### src/rtl/fsic_io_tx_gearbox.sv
// fsic_io_tx_gearbox: buffers 2*LANE_W-bit words and emits each as two phase-locked LANE_W-bit beats
module fsic_io_tx_gearbox #(
  parameter int LANE_W = 8,
  parameter int DEPTH = 4,
  parameter logic [LANE_W-1:0] IDLE_PAT = 8'hA5
) (
  input  logic                clk_div2,
  input  logic                resetb,
  input  logic                phase_ref,
  input  logic                in_valid,
  input  logic [2*LANE_W-1:0] in_data,
  output logic                in_ready,
  output logic [LANE_W-1:0]   ser_data,
  output logic                ser_valid,
  output logic                ser_first,
  output logic                locked,
  output logic                phase_err,
  output logic [7:0]          drop_cnt
);
  localparam int AW = $clog2(DEPTH);
  typedef enum logic {ALIGN, RUN} state_t;
  state_t state, state_nx;
  logic [2*LANE_W-1:0] mem [DEPTH];
  logic [AW-1:0] wr_ptr, rd_ptr;
  logic [AW:0] count;
  logic [LANE_W-1:0] hold;
  logic ph_q, slot, busy, viol, push, pop;
  // DEPTH is a power of two, so count<DEPTH is just the clear MSB
  assign in_ready = !count[AW];
  assign push = in_valid && in_ready;
  assign viol = state == RUN && phase_ref == ph_q;
  assign pop = state == RUN && !slot && !viol && count != '0;
  always_ff @(posedge clk_div2 or negedge resetb)
    if (!resetb) state <= ALIGN;
    else state <= state_nx;
  always_comb state_nx = state == ALIGN ? (!ph_q && phase_ref ? RUN : ALIGN) : (viol ? ALIGN : RUN);
  always_comb locked = state == RUN;
  always_ff @(posedge clk_div2) if (push) mem[wr_ptr] <= in_data;
  always_ff @(posedge clk_div2 or negedge resetb)
    if (!resetb) begin
      wr_ptr <= '0;
      rd_ptr <= '0;
      count <= '0;
    end else begin
      if (push) wr_ptr <= wr_ptr + 1'b1;
      if (pop) rd_ptr <= rd_ptr + 1'b1;
      count <= count + {{AW{1'b0}}, push} - {{AW{1'b0}}, pop};
    end
  // busy marks a word whose low half went out and whose high half is owed next cycle
  always_ff @(posedge clk_div2 or negedge resetb)
    if (!resetb) begin
      ph_q <= 1'b0;
      slot <= 1'b0;
      busy <= 1'b0;
      hold <= '0;
      ser_data <= IDLE_PAT;
      ser_valid <= 1'b0;
      ser_first <= 1'b0;
      phase_err <= 1'b0;
      drop_cnt <= 8'd0;
    end else begin
      ph_q <= phase_ref;
      slot <= state == RUN && !viol && !slot;
      busy <= pop;
      if (pop) hold <= mem[rd_ptr][2*LANE_W-1:LANE_W];
      ser_data <= pop ? mem[rd_ptr][LANE_W-1:0] : (busy && !viol ? hold : IDLE_PAT);
      ser_valid <= pop || (busy && !viol);
      ser_first <= pop;
      if (viol) phase_err <= 1'b1;
      if (viol && busy && drop_cnt != 8'hFF) drop_cnt <= drop_cnt + 8'd1;
    end
endmodule

### config.mk
export PLATFORM = sky130hd
export DESIGN_NAME = fsic_io_tx_gearbox
export DESIGN_NICKNAME = d
export VERILOG_FILES = /design/src/rtl/fsic_io_tx_gearbox.sv
export SDC_FILE = /design/constraint.sdc
export NUM_CORES = 1
export LEC_CHECK = 0
export BUFFER_PORTS_ARGS = -buffer_cell sky130_fd_sc_hd__buf_2
export CAP_MARGIN = 10
export CORE_ASPECT_RATIO = 1.1
export CORE_MARGIN = 5
export CORE_UTILIZATION = 58
export CTS_CLUSTER_DIAMETER = 80
export DETAILED_ROUTE_END_ITERATION = 12
export PLACE_DENSITY_LB_ADDON = 0.05
export SLEW_MARGIN = 15
export SYNTH_ARGS = -nofsm -noshare
export SYNTH_HDL_FRONTEND = slang
export SYNTH_SLANG_ARGS = --single-unit
### constraint.sdc
create_clock -name clk_div2 -period 3.2 [get_ports clk_div2]
set_input_delay 0.32 -clock clk_div2 [delete_from_list [all_inputs] [get_ports clk_div2]]
set_output_delay 0.32 -clock clk_div2 [all_outputs]
set_load 0.01 [all_outputs]
## Yosys cells after proc, flatten, opt, wreduce, memory -nomap -nowiden

Memories as Yosys holds them, arrays and structs flattened.
Cells that the tools add are included.
Widths: inputs -> output; s select.

| storage, ports and cells | value |
|---|---|
| flip-flop bits (word level) | 37 |
| bits in writable memories | 64 |
| word-level logic and storage cells | 44 |
| output and inout bits | 21 |
| input port bits | 20 |
| memories kept | 1 |

Memories:

| name | depth | width | rd ports | clocked after Yosys merged registers in | write ports | RTL line | text |
|---|---|---|---|---|---|---|---|
| mem | 4 | 16 | 1 | 0 | 1 | 23 | `logic [2*LANE_W-1:0] mem [DEPTH];` |

| operators by class | value |
|---|---|
| reduce and logical (&&, ||, !) cells | 17 |
| equality and inequality tests | 2 |
| muxes and demuxes | 7 |
| add/subtract/negate cells | 5 |

Operators by type and width:

| operator | number |
|---|---|
| $mux 8 | 2 |
| $logic_and 1x1->1 | 11 |
| $add 8x1->8 const B | 1 |
| $ne 8x8->1 const B | 1 |
| $mux 1 | 5 |
| $add 2x1->2 const B | 2 |
| $logic_not 1->1 | 4 |
| $add 3x1->3 | 1 |
| $reduce_bool 3->1 | 1 |
| $sub 3x1->3 | 1 |
| $eq 1x1->1 | 1 |
| $logic_or 1x1->1 | 1 |

## Logic depth before layout (Yosys ltp)

Gate-level depths: netlist (run 1).

| depth | value |
|---|---|
| word-level depth | 6 |
| depth in mapped cells | 11 |

## Least setup slack after synthesis (run 1)

OpenSTA, ideal clock, no wires.

| timing | value |
|---|---|
| path type | reg2reg |
| from | register ph_q |
| to | register count[2] |
| setup time | 124 ps |
| arrival | 2193 ps |
| slack | 883 ps |
| data required time | 3076 ps |
| cell stages (with the launch flop) | 12 |
| cell sequence | dfrtp_1 > inv_1 > ha_1 > nor3b_4 > o31a_2 > buf_6 > xor2_1 > ha_1 > inv_1 > fa_1 > xnor2_1 > xnor2_1 |

| on the way | value |
|---|---|
| cells in the longest elaborated chain, start to end | 6 |

Ends and longest elaborated chain:

| element | RTL line | text |
|---|---|---|
| start: declaration | 27 | `logic ph_q, slot, busy, viol, push, pop;` |
| start signal: assignment | 62 | `ph_q <= phase_ref;` |
| $eq 1x1->1 | 31 | `assign viol = state == RUN && phase_ref == ph_q;` |
| $logic_and 1x1->1 | 31 |  |
| $logic_not 1->1 | 32 | `assign pop = state == RUN && !slot && !viol && count != '0;` |
| $logic_and 1x1->1 (2 in a row) | 32 |  |
| net pop | 27 |  |
| $sub 3x1->3 | 47 | `count <= count + {{AW{1'b0}}, push} - {{AW{1'b0}}, pop};` |
| end signal: assignment | 47 |  |
| end: declaration | 25 | `logic [AW:0] count;` |

The timed path passes the listed nets, and every way through them passes these cells.
A chain may end at the register's enable or synchronous reset.

## Worst setup path after layout (run 1)

| timing | value |
|---|---|
| from | register ph_q |
| to | register count[2] |

| on the way | value |
|---|---|
| cells in the longest elaborated chain, start to end | 6 |

Ends and longest elaborated chain:

| element | RTL line |
|---|---|
| $eq 1x1->1 | 31 |
| $logic_and 1x1->1 | 31 |
| $logic_not 1->1 | 32 |
| $logic_and 1x1->1 (2 in a row) | 32 |
| $sub 3x1->3 | 47 |

No other way between the ends.

==> metrics.md, run 1 <==
| Metric | Value |
|---|---|
| Sequential fraction of the synthesis area | 0.6979 |
| Drt wl/cell | around 18 um |
| DRC viols | 0 |
| Critical R2R Capture | count[2] |
| Slew Limit Headroom | 0.4424 |
| Root buffer cell | clkbuf_8 |
| Vias in the first global route | approximately 2.1k |
| Pwr Density | 740.4 nW/um^2 |
| Critical Path Sink | count[2] |
| Avg Cell Area, Syn | approximately 19 sq um |
| Vias per Instance | ~5.5 |
| F_max | 444.8 MHz |
| Post-Route WL | 6513 um |
| Flop2flop setup slack | 0.95 ns |
| Largest net degree at the start of global routing | 38 |
| Final cell count without fillers | 360 |
| Die width | 90.05 um |
| First-pass GRT wire length | 10800 um |
| Cells after synthesis | 219 |
| Yosys reg bits | 101 |
| Placed instance count | 344 |
| Core area | 6927 sq um |
| Synth Area in XOR/XNOR | 0.01500 |
| Unique masters post-synth | 43 |
| CTS Buf Count | 9 |
| Final Critical Period | 2.248 ns |
| Setup repair bufs after CTS | 0 |
| Hold crit path type | input pin to asynchronous set/reset pin |
| Largest family of logic cells by synthesized area | multiplexers |
| Post-synth EDFFs | 64 |
| Peak supply drop | 0.0004349 V |
| I/O pin cnt | 41 |
| FFs w/ async S/R, synth | 0.3663 |
| Worst-path maximum fanout | 7 |
| Worst Path Arrival | 2.50 ns |
| CTS sink count | 101 |
| Layout Skew | a little over 0.009 ns |
| Synth top area share | 0.4702 |
| CTS tree | done |
| List of most frequent post-synthesis cells | edfxtp_1 (64), dfrtp_1 (33), inv_1 (12), mux4_1 (12), nand2_1 (10) |
| Post-synthesis adder-cell area fraction | 0.02632 |
| Worst-path clk slew | 0.09 ns |
| Number of hold buffers added after cts | 0 |
| Mux contribution to synthesized area | 0.1641 |
| ANT nets after route | 0 |
| Status | finished clean |
| Placer Congestion | 0.7567 |
| CTS H-tree depth | 3 |
| Leakage | 1.802 nW |
| Via Count | roughly 2.0k |
| Drt first pass iters | 4 |
| Top post-synthesis cells by area | edfxtp_1 (47%), dfrtp_1 (20%), mux4_1 (7.7%) |
| HPWL Detailed | roughly 4300 um |
| Synth Warn # | 0 |
| Critical path startpoint category | flop |
| Synth Area in Compound Gates | 0.02020 |
| DRT iter0 DRCs | roughly 110 |
| Most frequent cell after synthesis | edfxtp_1 |
| Initial Util | 0.5901 |
| Synthesized area | 4088 sq um |
| Proportion of layout cells with a drive suffix above 1 | 0.3055 |
| Worst-margin pin slew | 0.8364 ns |
| R2R depth | 10 |
| Ys flop type | edfxtp_1 |
| Clock tree buffer depth | 2 |
| Part of the cycle the worst path needs | 0.7025 |
| Post-Synth Simple-Gate Area | 0.04897 |
| FP Rows | 32 |
| DIE HEIGHT | 98.05 um |
| GRT overflow | 0 |
| Final hold vios | 0 |
| Required @ worst endpoint | 3.45 ns |
| Diodes inserted | 0 |
| Antenna violations before repair | 0 |
| Syn Nets | roughly 250 |
| WS Path Type | flop to flop |
| Final setup viols | 0 |
| Area Overhead vs Synth | 11.57% |
| Clk_lat worst skew | 0.36 ns |
| Crit path capture type | flop |
| Setup tns final | 0 ns |
| Final nets | 298 |
| CP startpoint | ph_q |
| Final Max Slew Viols | 0 |
| Max cap viols | 0 |
| RSZ-0062 raised after global routing | false |
| CTS resizes | 0 |
| Gr usage total | 0.1605 |
| DIE AREA | 8828 sq um |
| IO Port Bufs | 40 |
| Cell accounting for the most synthesized area | edfxtp_1 |
| Reg-to-reg startpoint | ph_q |
==> cells by family after synthesis <==
| logic type | after synthesis |
|---|---|
| AOI/OAI and AO/OA | 11 |
| xor gates and xnor gates | 7 |
| adders and majority gates | 8 |
| buffers and inverters | 19 |
| DFF | 101 |
| muxes | 39 |
| and+or+nand+nor | 34 |
==> layer usage <==
layer  global-route usage  wire length, um
met1               0.1967             2788
met2               0.2736             3344
met3              0.04160              269
met4              0.06186              110
met5                    0                0
==> where the power goes <==
group          internal (mW)  switching [mW]
clock                  0.293           0.443
combinational          0.427           0.371
sequential              1.67           0.176
total                   2.39           0.990
==> sequential cells by signal, summed over array words and instances, names as in the netlist <==
register and flops:
count 3, drop_cnt 8, hold 8, locked 1, mem 64, ph_q 1
phase_err 1, rd_ptr 2, ser_data 8, ser_first 1, ser_valid 1, slot 1
wr_ptr 2
==> cell type report <==
class                           count  area (sq um)
Clock buffer                        9         123.9
Inverter                           12         45.04
Tap cell                           85         106.4
Multi-Input combinational cell     99          1122
Fill cell                         515          2366
Timing Repair Buffer               47         252.7
Sequential cell                   101          2853
Clock inverter                      7         57.56
==> how the worst min path moves through the flow <==
stage                     startpoint  slack (ns)        end
after CTS                     resetb        0.07    hold[1]
final                         resetb        0.05  wr_ptr[0]
after floorplan               resetb        0.02   count[0]
after global placement     phase_err        0.44  phase_err
after global routing       phase_ref        0.06       ph_q
after detailed placement   phase_err        0.44  phase_err
==> worst max-delay path, cell delays in order (launching register included) <==
cell     delay (ns)
dfrtp_1        0.34
inv_1          0.04
ha_1           0.37
nor3b_4        0.23
o31a_2         0.19
xor2_1         0.14
ha_1           0.15
inv_1          0.04
fa_1           0.37
xnor2_1        0.14
xnor2_1        0.12
==> stage by stage <==
| step | hold slack [ns] | setup slack, ns | utilization | total power, mW | instance area (sq um) |
|---|---|---|---|---|---|
| after floorplan | 0.02441 | 0.8827 | - | 2.447 | 4088 |
| final | 0.05042 | 0.9520 | 0.6584 | 3.377 | 4561 |
| after global placement | 0.4442 | 0.8802 | 0.6322 | 2.667 | 4379 |
| after detailed placement | 0.4433 | 0.8331 | 0.6322 | 2.700 | 4379 |
| after global routing | 0.06409 | 0.7862 | 0.6584 | 3.586 | 4561 |
| after CTS | 0.06866 | 0.9230 | 0.6584 | 3.437 | 4561 |
==> placed cells by master, fill, tap and decap left out, types with 3 or more instances in the layout <==
master    count
buf_4         7
edfxtp_1     64
mux4_2        4
dfrtp_1      33
xor2_1        3
ha_1          7
mux2_2        5
mux2i_1       7
buf_2        40
mux4_1       12
inv_1        12
xnor2_1       4
mux2_1        7
clkbuf_8      9
mux2_4        4
dfstp_2       4
or2b_1        3
and2_1        4
nand2_1      10
nand4_1       4
(Power assumes the default switching activity.)
==> inputs of run 2 (changes only) <==
--- a/config.mk
+++ b/config.mk
@@ -5,6 +5,7 @@
 export SDC_FILE = /design/constraint.sdc
 export NUM_CORES = 1
 export LEC_CHECK = 0
+export ABC_AREA = 1
 export BUFFER_PORTS_ARGS = -buffer_cell sky130_fd_sc_hd__buf_2
 export CAP_MARGIN = 10
 export CORE_ASPECT_RATIO = 1.1
==> constraint.sdc (replaced) <==
create_clock -name clk_div2 -period 2.1 [get_ports clk_div2]
set_input_delay 0.21 -clock clk_div2 [delete_from_list [all_inputs] [get_ports clk_div2]]
set_output_delay 0.21 -clock clk_div2 [all_outputs]
set_load 0.01 [all_outputs]
==> metrics.md, run 2 <==
| Metric | Value |
|---|---|
| Status | finished clean (unchanged) |
| Proportion of layout cells with a drive suffix above 1 | 0.1971 (was 0.3055) |
| Root buffer cell | clkbuf_8 (unchanged) |
| Crit path capture type | flop (unchanged) |
| ANT nets after route | 0 (unchanged) |
| IO Port Bufs | 40 (unchanged) |
| Largest family of logic cells by synthesized area | simple AND/OR/NAND/NOR gates (was multiplexers) |
| Critical path startpoint category | flop (unchanged) |
| CTS sink count | 101 (unchanged) |
| First-pass GRT wire length | 11850 um (was 10800 um) |
| Drt wl/cell | 14.59 um (was 18.09 um) |
| CTS H-tree depth | 3 (unchanged) |
| Synth top area share | 0.4615 (was 0.4702) |
| Worst-path maximum fanout | 3 (was 7) |
| Placed instance count | 482 (was 344) |
| Cells after synthesis | 363 (was 219) |
| Top post-synthesis cells by area | edfxtp_1 (46%), dfrtp_1 (20%), nand2_1 (6.4%) (was edfxtp_1 (47%), dfrtp_1 (20%), mux4_1 (7.7%)) |
| Register bank with the most flops | mem (unchanged) |
| Via Count | 2604 (was 1990) |
| Max reg flops | 64 (unchanged) |
| DRC viols | 0 (unchanged) |
| FFs w/ async S/R, synth | 0.3663 (unchanged) |
| Mux contribution to synthesized area | 0 (was 0.1641) |
| Final setup margin | 0.05491 ns (was 0.9520 ns) |
| Most frequent cell after synthesis | nand2_1 (was edfxtp_1) |
| GRT overflow | 0 (unchanged) |
| Max cap viols | 0 (unchanged) |
| Placed Area | 4479 sq um (was 4379 sq um) |
| RSZ-0062 raised after global routing | true (was false) |
| Synth Area in XOR/XNOR | 0.01683 (was 0.01500) |
| Avg Cell Area, Syn | 11.47 sq um (was 18.67 sq um) |
| Diodes inserted | 0 (unchanged) |
| Final core utilization | 0.6763 (was 0.6584) |
| R2R depth | 10 (unchanged) |
| Part of the cycle the worst path needs | 0.9739 (was 0.7025) |
| Slew Limit Headroom | 0.4517 (was 0.4424) |
| Cell accounting for the most synthesized area | edfxtp_1 (unchanged) |
| DIE AREA | 8975 sq um (was 8828 sq um) |
| Post-Route WL | 7310 um (was 6513 um) |
| Worst Path Arrival | 2.30 ns (was 2.50 ns) |
| CTS tree | done (unchanged) |
| Hold crit path type | input pin to flop (was input pin to asynchronous set/reset pin) |
| CTS Buf Count | 9 (unchanged) |
| Synth Area in Compound Gates | 0.07933 (was 0.02020) |
| Area Overhead vs Synth | 13.79% (was 11.57%) |
| FP Rows | 32 (unchanged) |
| Initial Util | 0.5943 (was 0.5901) |
| Worst-path clk slew | 0.10 ns (was 0.09 ns) |
| Post-Synth Simple-Gate Area | 0.1244 (was 0.04897) |
| I/O pin cnt | 41 (unchanged) |
| Sequential fraction of the synthesis area | 0.6851 (was 0.6979) |
| DIE HEIGHT | 98.87 um (was 98.05 um) |
| List of most frequent post-synthesis cells | nand2_1 (71), edfxtp_1 (64), inv_1 (53) (was edfxtp_1 (64), dfrtp_1 (33), inv_1 (12), mux4_1 (12), nand2_1 (10)) |
| Most frequent cells in the layout | nand2_1 (71), edfxtp_1 (64), inv_1 (51) (was edfxtp_1 (64), buf_2 (40), dfrtp_1 (33)) |
| Final nets | 439 (was 298) |
| Commonest non-fill, non-tap cell in the layout | nand2_1 (was edfxtp_1) |
| Worst hold slack | 0.05304 ns (was 0.05042 ns) |
| Final Critical Period | 2.045 ns (was 2.248 ns) |
| Gr usage total | 0.1688 (was 0.1605) |
| Setup tns final | 0 ns (unchanged) |
| Peak supply drop | 0.0007575 V (was 0.0004349 V) |
| Overall Power | 5.707 mW (was 3.377 mW) |
| Dpl ws | -0.02848 ns (was 0.8331 ns) |
| Synth Warn # | 0 (unchanged) |
| Yosys reg bits | 101 (unchanged) |
| Drt first pass iters | 4 (unchanged) |
| Layout Skew | 0.01344 ns (was 0.009118 ns) |
| Leakage | 2.039 nW (was 1.802 nW) |
| Post-synth EDFFs | 64 (unchanged) |
| HPWL Detailed | 4639 um (was 4296 um) |
| F_max | 489.0 MHz (was 444.8 MHz) |
| Synthesized area | 4164 sq um (was 4088 sq um) |
| Syn Nets | 391 (was 247) |
| Vias in the first global route | 2530 (was 2080) |
| Ys flop type | edfxtp_1 (unchanged) |
| Pwr Density | 1204 nW/um^2 (was 740.4 nW/um^2) |
| WS Path Type | flop to flop (unchanged) |
| Antenna violations before repair | 0 (unchanged) |
| Largest net degree at the start of global routing | 67 (was 38) |
| Core area | 7007 sq um (was 6927 sq um) |
| Die width | 90.79 um (was 90.05 um) |
| Vias per Instance | 5.198 (was 5.528) |
| Clock tree buffer depth | 2 (unchanged) |
| Final setup viols | 0 (unchanged) |
| Final cell count without fillers | 501 (was 360) |
| Required @ worst endpoint | 2.35 ns (was 3.45 ns) |
| DRT iter0 DRCs | 136 (was 108) |
| Placer Congestion | 0.7800 (was 0.7567) |
| Final hold vios | 0 (unchanged) |
| Hold Crit Depth | 1 |
| Worst-margin pin slew | 0.8225 ns (was 0.8364 ns) |
| Post-synthesis adder-cell area fraction | 0.02584 (was 0.02632) |
| Clk_lat worst skew | 0.36 ns (about the same) |
| Unique masters post-synth | 26 (was 43) |
| Final instance area | 4738 sq um (was 4561 sq um) |
| Final Max Slew Viols | 0 (unchanged) |
[run 2: cell types whose count changed after synthesis, sizes merged, moves of 4 or more]
cell / delta
nand2: +64
o211ai: +16
mux4: -16
inv: +43
and2: -4
mux2: -16
o21ai: +21
nand3: +22
nor2: +16
buf: +5
mux2i: -7
a21oi: +18
[run 2: what timing repair did]
item                                   in CTS  in global routing
pin swaps                                   3                  2
setup endpoints to repair                   1                  1
buffers inserted                            0                  1
endpoints found under the hold margin      34                  0
hold buffers                                2                  0
gates resized for setup                     4                  3
[run 2: layout make-up]
cell class	count	area, sq um
flip-flops and latches	101	2853
fillers	545	2268
multi-input cells	193	1059
repair buffers	51	312.8
inverters	55	209.0
clock buffers	10	127.6
well taps	85	106.4
clock inverters	6	71.32
[run 2: final timing paths]
| kind | endpoint | slack [ns] | startpoint |
|---|---|---|---|
| min | mem[2][14] | 0.05 | in_data[14] |
| min in group asynchronous | wr_ptr[0] | 0.48 | resetb |
| max | count[2] | 0.05 | ph_q |
| min reg2reg | phase_err | 0.48 | phase_err |
| max reg2reg | count[2] | 0.05 | ph_q |
| max in group asynchronous | drop_cnt[4] | 1.10 | resetb |
[run 2: per-layer routing]
layer | global-route usage | vias to the layer above | share of wire
li1 | - | 1299 | -
met5 | 0 | - | 0
met1 | 0.2058 | 1243 | 0.43
met4 | 0.07901 | 0 | 0.019
met3 | 0.03435 | 14 | 0.042
met2 | 0.2884 | 48 | 0.51
[run 2: power by group]
part	total (mW)	switching [mW]	internal, mW
registers	2.81	0.227	2.58
clock network	1.21	0.655	0.559
logic	1.69	1.04	0.643
[run 2: critical path, stage by stage, from the launching register on]
cell and delay, ns:
dfrtp_1 0.39, inv_2 0.06, ha_4 0.20, nor3b_4 0.23
nand2_4 0.08, xor2_2 0.13, ha_2 0.19, inv_2 0.04
fa_2 0.34, xnor2_2 0.14, xor2_1 0.14
[run 2: kinds of logic (layout without fill, tap and decap cells)]
logic type | count (synthesis) | in the layout
compound gates | 58 | 58
xor+xnor | 8 | 8
fa+ha+maj | 8 | 8
buf+inv | 69 | 122
flops | 101 | 101
simple gates | 119 | 119
==> inputs of run 3 (changes only) <==
--- a/config.mk
+++ b/config.mk
@@ -5,7 +5,6 @@
 export SDC_FILE = /design/constraint.sdc
 export NUM_CORES = 1
 export LEC_CHECK = 0
-export ABC_AREA = 1
 export BUFFER_PORTS_ARGS = -buffer_cell sky130_fd_sc_hd__buf_2
 export CAP_MARGIN = 10
 export CORE_ASPECT_RATIO = 1.1
==> metrics.md, run 3 (synthesized netlist as in run 1, its figures left out) <==
| Metric | Value |
|---|---|
| Status | finished with violations (was finished clean) |
| Failing checks | setup timing |
| Via Count | 2047 (was 2604) |
| Hold crit path type | input pin to flop (unchanged) |
| Final setup viols | 1 (was 0) |
| Most frequent cells in the layout | edfxtp_1 (64), buf_2 (40), dfrtp_1 (33) (was nand2_1 (71), edfxtp_1 (64), inv_1 (51)) |
| CTS tree | done (unchanged) |
| Placed Area | 4449 sq um (was 4479 sq um) |
| Die width | 90.05 um (was 90.79 um) |
| Final Max Slew Viols | 0 (unchanged) |
| CP cell instances | inv_2 -> ha_4 -> nor3b_4 -> o31a_2 -> xor2_1 -> ha_2 -> inv_2 -> fa_2 -> xnor2_2 -> xnor2_1 (was inv_2 -> ha_4 -> nor3b_4 -> nand2_4 -> xor2_2 -> ha_2 -> inv_2 -> fa_2 -> xnor2_2 -> xor2_1) |
| Area Overhead vs Synth | 14.66% (was 13.79%) |
| FP Rows | 32 (unchanged) |
| Largest net degree at the start of global routing | 38 (was 67) |
| DRC viols | 0 (unchanged) |
| Placer Congestion | 0.8109 (was 0.7800) |
| Global routing's busiest layer | met2 (unchanged) |
| CTS sink count | 101 (unchanged) |
| Clk_lat worst skew | 0.35 ns (was 0.36 ns) |
| WS Path Type | flop to flop (unchanged) |
| DIE HEIGHT | 98.05 um (was 98.87 um) |
| Placed instance count | 351 (was 482) |
| Required @ worst endpoint | 2.35 ns (about the same) |
| Layout Skew | 0.009422 ns (was 0.01344 ns) |
| CTS Buf Count | 9 (unchanged) |
| Max cap viols | 0 (unchanged) |
| HPWL Detailed | 4398 um (was 4639 um) |
| ANT nets after route | 0 (unchanged) |
| Drt first pass iters | 4 (unchanged) |
| Root buffer cell | clkbuf_8 (unchanged) |
| Vias in the first global route | 2105 (was 2530) |
| Peak supply drop | 0.0008158 V (was 0.0007575 V) |
| Critical path startpoint category | flop (unchanged) |
| Clock tree buffer depth | 2 (unchanged) |
| Final instance area | 4687 sq um (was 4738 sq um) |
| RSZ-0062 raised after global routing | true (unchanged) |
| CP Buf/Inv Count | 2 (unchanged) |
| I/O pin cnt | 41 (unchanged) |
| Crit path capture type | flop (unchanged) |
| Met3 Use GR | 0.04622 (was 0.03435) |
| GRT met2 Usage | 0.2787 (was 0.2884) |
| Worst-margin pin slew | 0.8192 ns (was 0.8225 ns) |
| IO Port Bufs | 40 (unchanged) |
| Proportion of layout cells with a drive suffix above 1 | 0.3462 (was 0.1971) |
| Final core utilization | 0.6767 (was 0.6763) |
| Final hold vios | 0 (unchanged) |
| First-pass GRT wire length | 10940 um (was 11850 um) |
| Gr usage total | 0.1610 (was 0.1688) |
| Worst-path clk slew | 0.10 ns (about the same) |
| CP top delay family | adder cells (unchanged) |
| Worst path slowest cell | dfrtp_1 (unchanged) |
| Drt wl/cell | 18.01 um (was 14.59 um) |
| GRT overflow | 0 (unchanged) |
| Slew Limit Headroom | 0.4538 (was 0.4517) |
| Worst-path maximum fanout | 2 (was 3) |
| Commonest non-fill, non-tap cell in the layout | edfxtp_1 (was nand2_1) |
| Register bank with the most flops | mem (unchanged) |
| Final Critical Period | 2.110 ns (was 2.045 ns) |
| CTS H-tree depth | 3 (unchanged) |
| Diodes inserted | 0 (unchanged) |
| Worst path most repeated cell | inv_2 (unchanged) |
| Final cell count without fillers | 371 (was 501) |
| Grt met1 use | 0.2034 (was 0.2058) |
| Antenna violations before repair | 0 (unchanged) |
| Pwr Density | 1123 nW/um^2 (was 1204 nW/um^2) |
| Vias per Instance | 5.518 (was 5.198) |
| Post-Route WL | 6680 um (was 7310 um) |
| Final nets | 309 (was 439) |
| Leakage | 1.871 nW (was 2.039 nW) |
| Core area | 6927 sq um (was 7007 sq um) |
| Part of the cycle the worst path needs | 1.005 (was 0.9739) |
| Critical path's largest stage delay | 0.39 ns (about the same) |
| F_max | 473.8 MHz (was 489.0 MHz) |
| DRT iter0 DRCs | 131 (was 136) |
| DIE AREA | 8828 sq um (was 8975 sq um) |
| Worst Path Arrival | 2.36 ns (was 2.30 ns) |
| Final setup margin | -0.01049 ns (was 0.05491 ns) |
| Initial Util | 0.5901 (was 0.5943) |
| Max reg flops | 64 (unchanged) |
## run 3: cell count changes in the layout (fill, tap and decap cells not counted), moves of 18 or more
cell / change
o21ai_0: -20
nand2_1: -61
inv_1: -41
a21oi_1: -18
nand3_1: -22
## run 3: cell type report
| class | count | area [sq um] |
|---|---|---|
| flip-flops and latches | 101 | 2853 |
| fillers | 478 | 2240 |
| multi-input cells | 99 | 1147 |
| repair buffers | 58 | 344.1 |
| clock buffers | 9 | 123.9 |
| well taps | 85 | 106.4 |
| clock inverters | 7 | 67.56 |
| inverters | 12 | 45.04 |
## run 3: path summary, 6_finish.rpt
path / to / slack, ns / startpoint / cells past startpoint
min in group asynchronous: ph_q / 0.47 / resetb / 2
hold / removal: mem[3][1] / 0.07 / in_data[1] / 1
setup / recovery: count[2] / -0.01 / ph_q / 10
setup reg to reg: count[2] / -0.01 / ph_q / 10
max in group asynchronous: drop_cnt[7] / 1.11 / resetb / 2
hold reg to reg: phase_err / 0.48 / phase_err / 1
## run 3: layer usage
layer | wire length [um] | part of all wire
met1 | 2808 | 0.42
met2 | 3572 | 0.53
met3 | 255 | 0.038
met4 | 44 | 0.0066
met5 | 0 | 0
## run 3: worst register-to-register path: stages, from the launching register on
cell,delay (ns)
dfrtp_1,0.39
inv_2,0.06
ha_4,0.20
nor3b_4,0.19
o31a_2,0.19
xor2_1,0.15
ha_2,0.19
inv_2,0.04
fa_2,0.34
xnor2_2,0.15
xnor2_1,0.12
## run 3: stage by stage
stage / setup slack [ns] / hold slack (ns) / setup TNS, ns / power [mW]
5_1_grt: -0.1230 / 0.04116 / -0.1873 / 5.582
4_1_cts: -0.02795 / 0.04492 / -0.02795 / 5.338
2_1_floorplan: -0.1418 / -0.08559 / -0.2185 / 3.736
6_report: -0.01049 / 0.06561 / -0.01049 / 5.263
3_3_place_gp: 0.007747 / 0.3560 / 0 / 4.105
3_5_place_dp: -0.01414 / 0.3624 / -0.01414 / 4.153
## run 3: timing repair
| action | in CTS | in global routing |
|---|---|---|
| endpoints found under the hold margin | 34 | 0 |
| gates resized for setup | 2 | 1 |
| endpoints found under the setup margin | 1 | 2 |
| buffers inserted | 1 | 1 |
| pin swaps | 1 | 0 |
| hold buffers | 2 | 0 |
## run 3: where the power goes
part           internal (mW)  leakage, nW  total, mW  switching (mW)
clock network          0.462       0.0993       1.16           0.697
registers               2.54         1.04       2.72           0.180
logic                  0.713        0.735       1.38           0.670
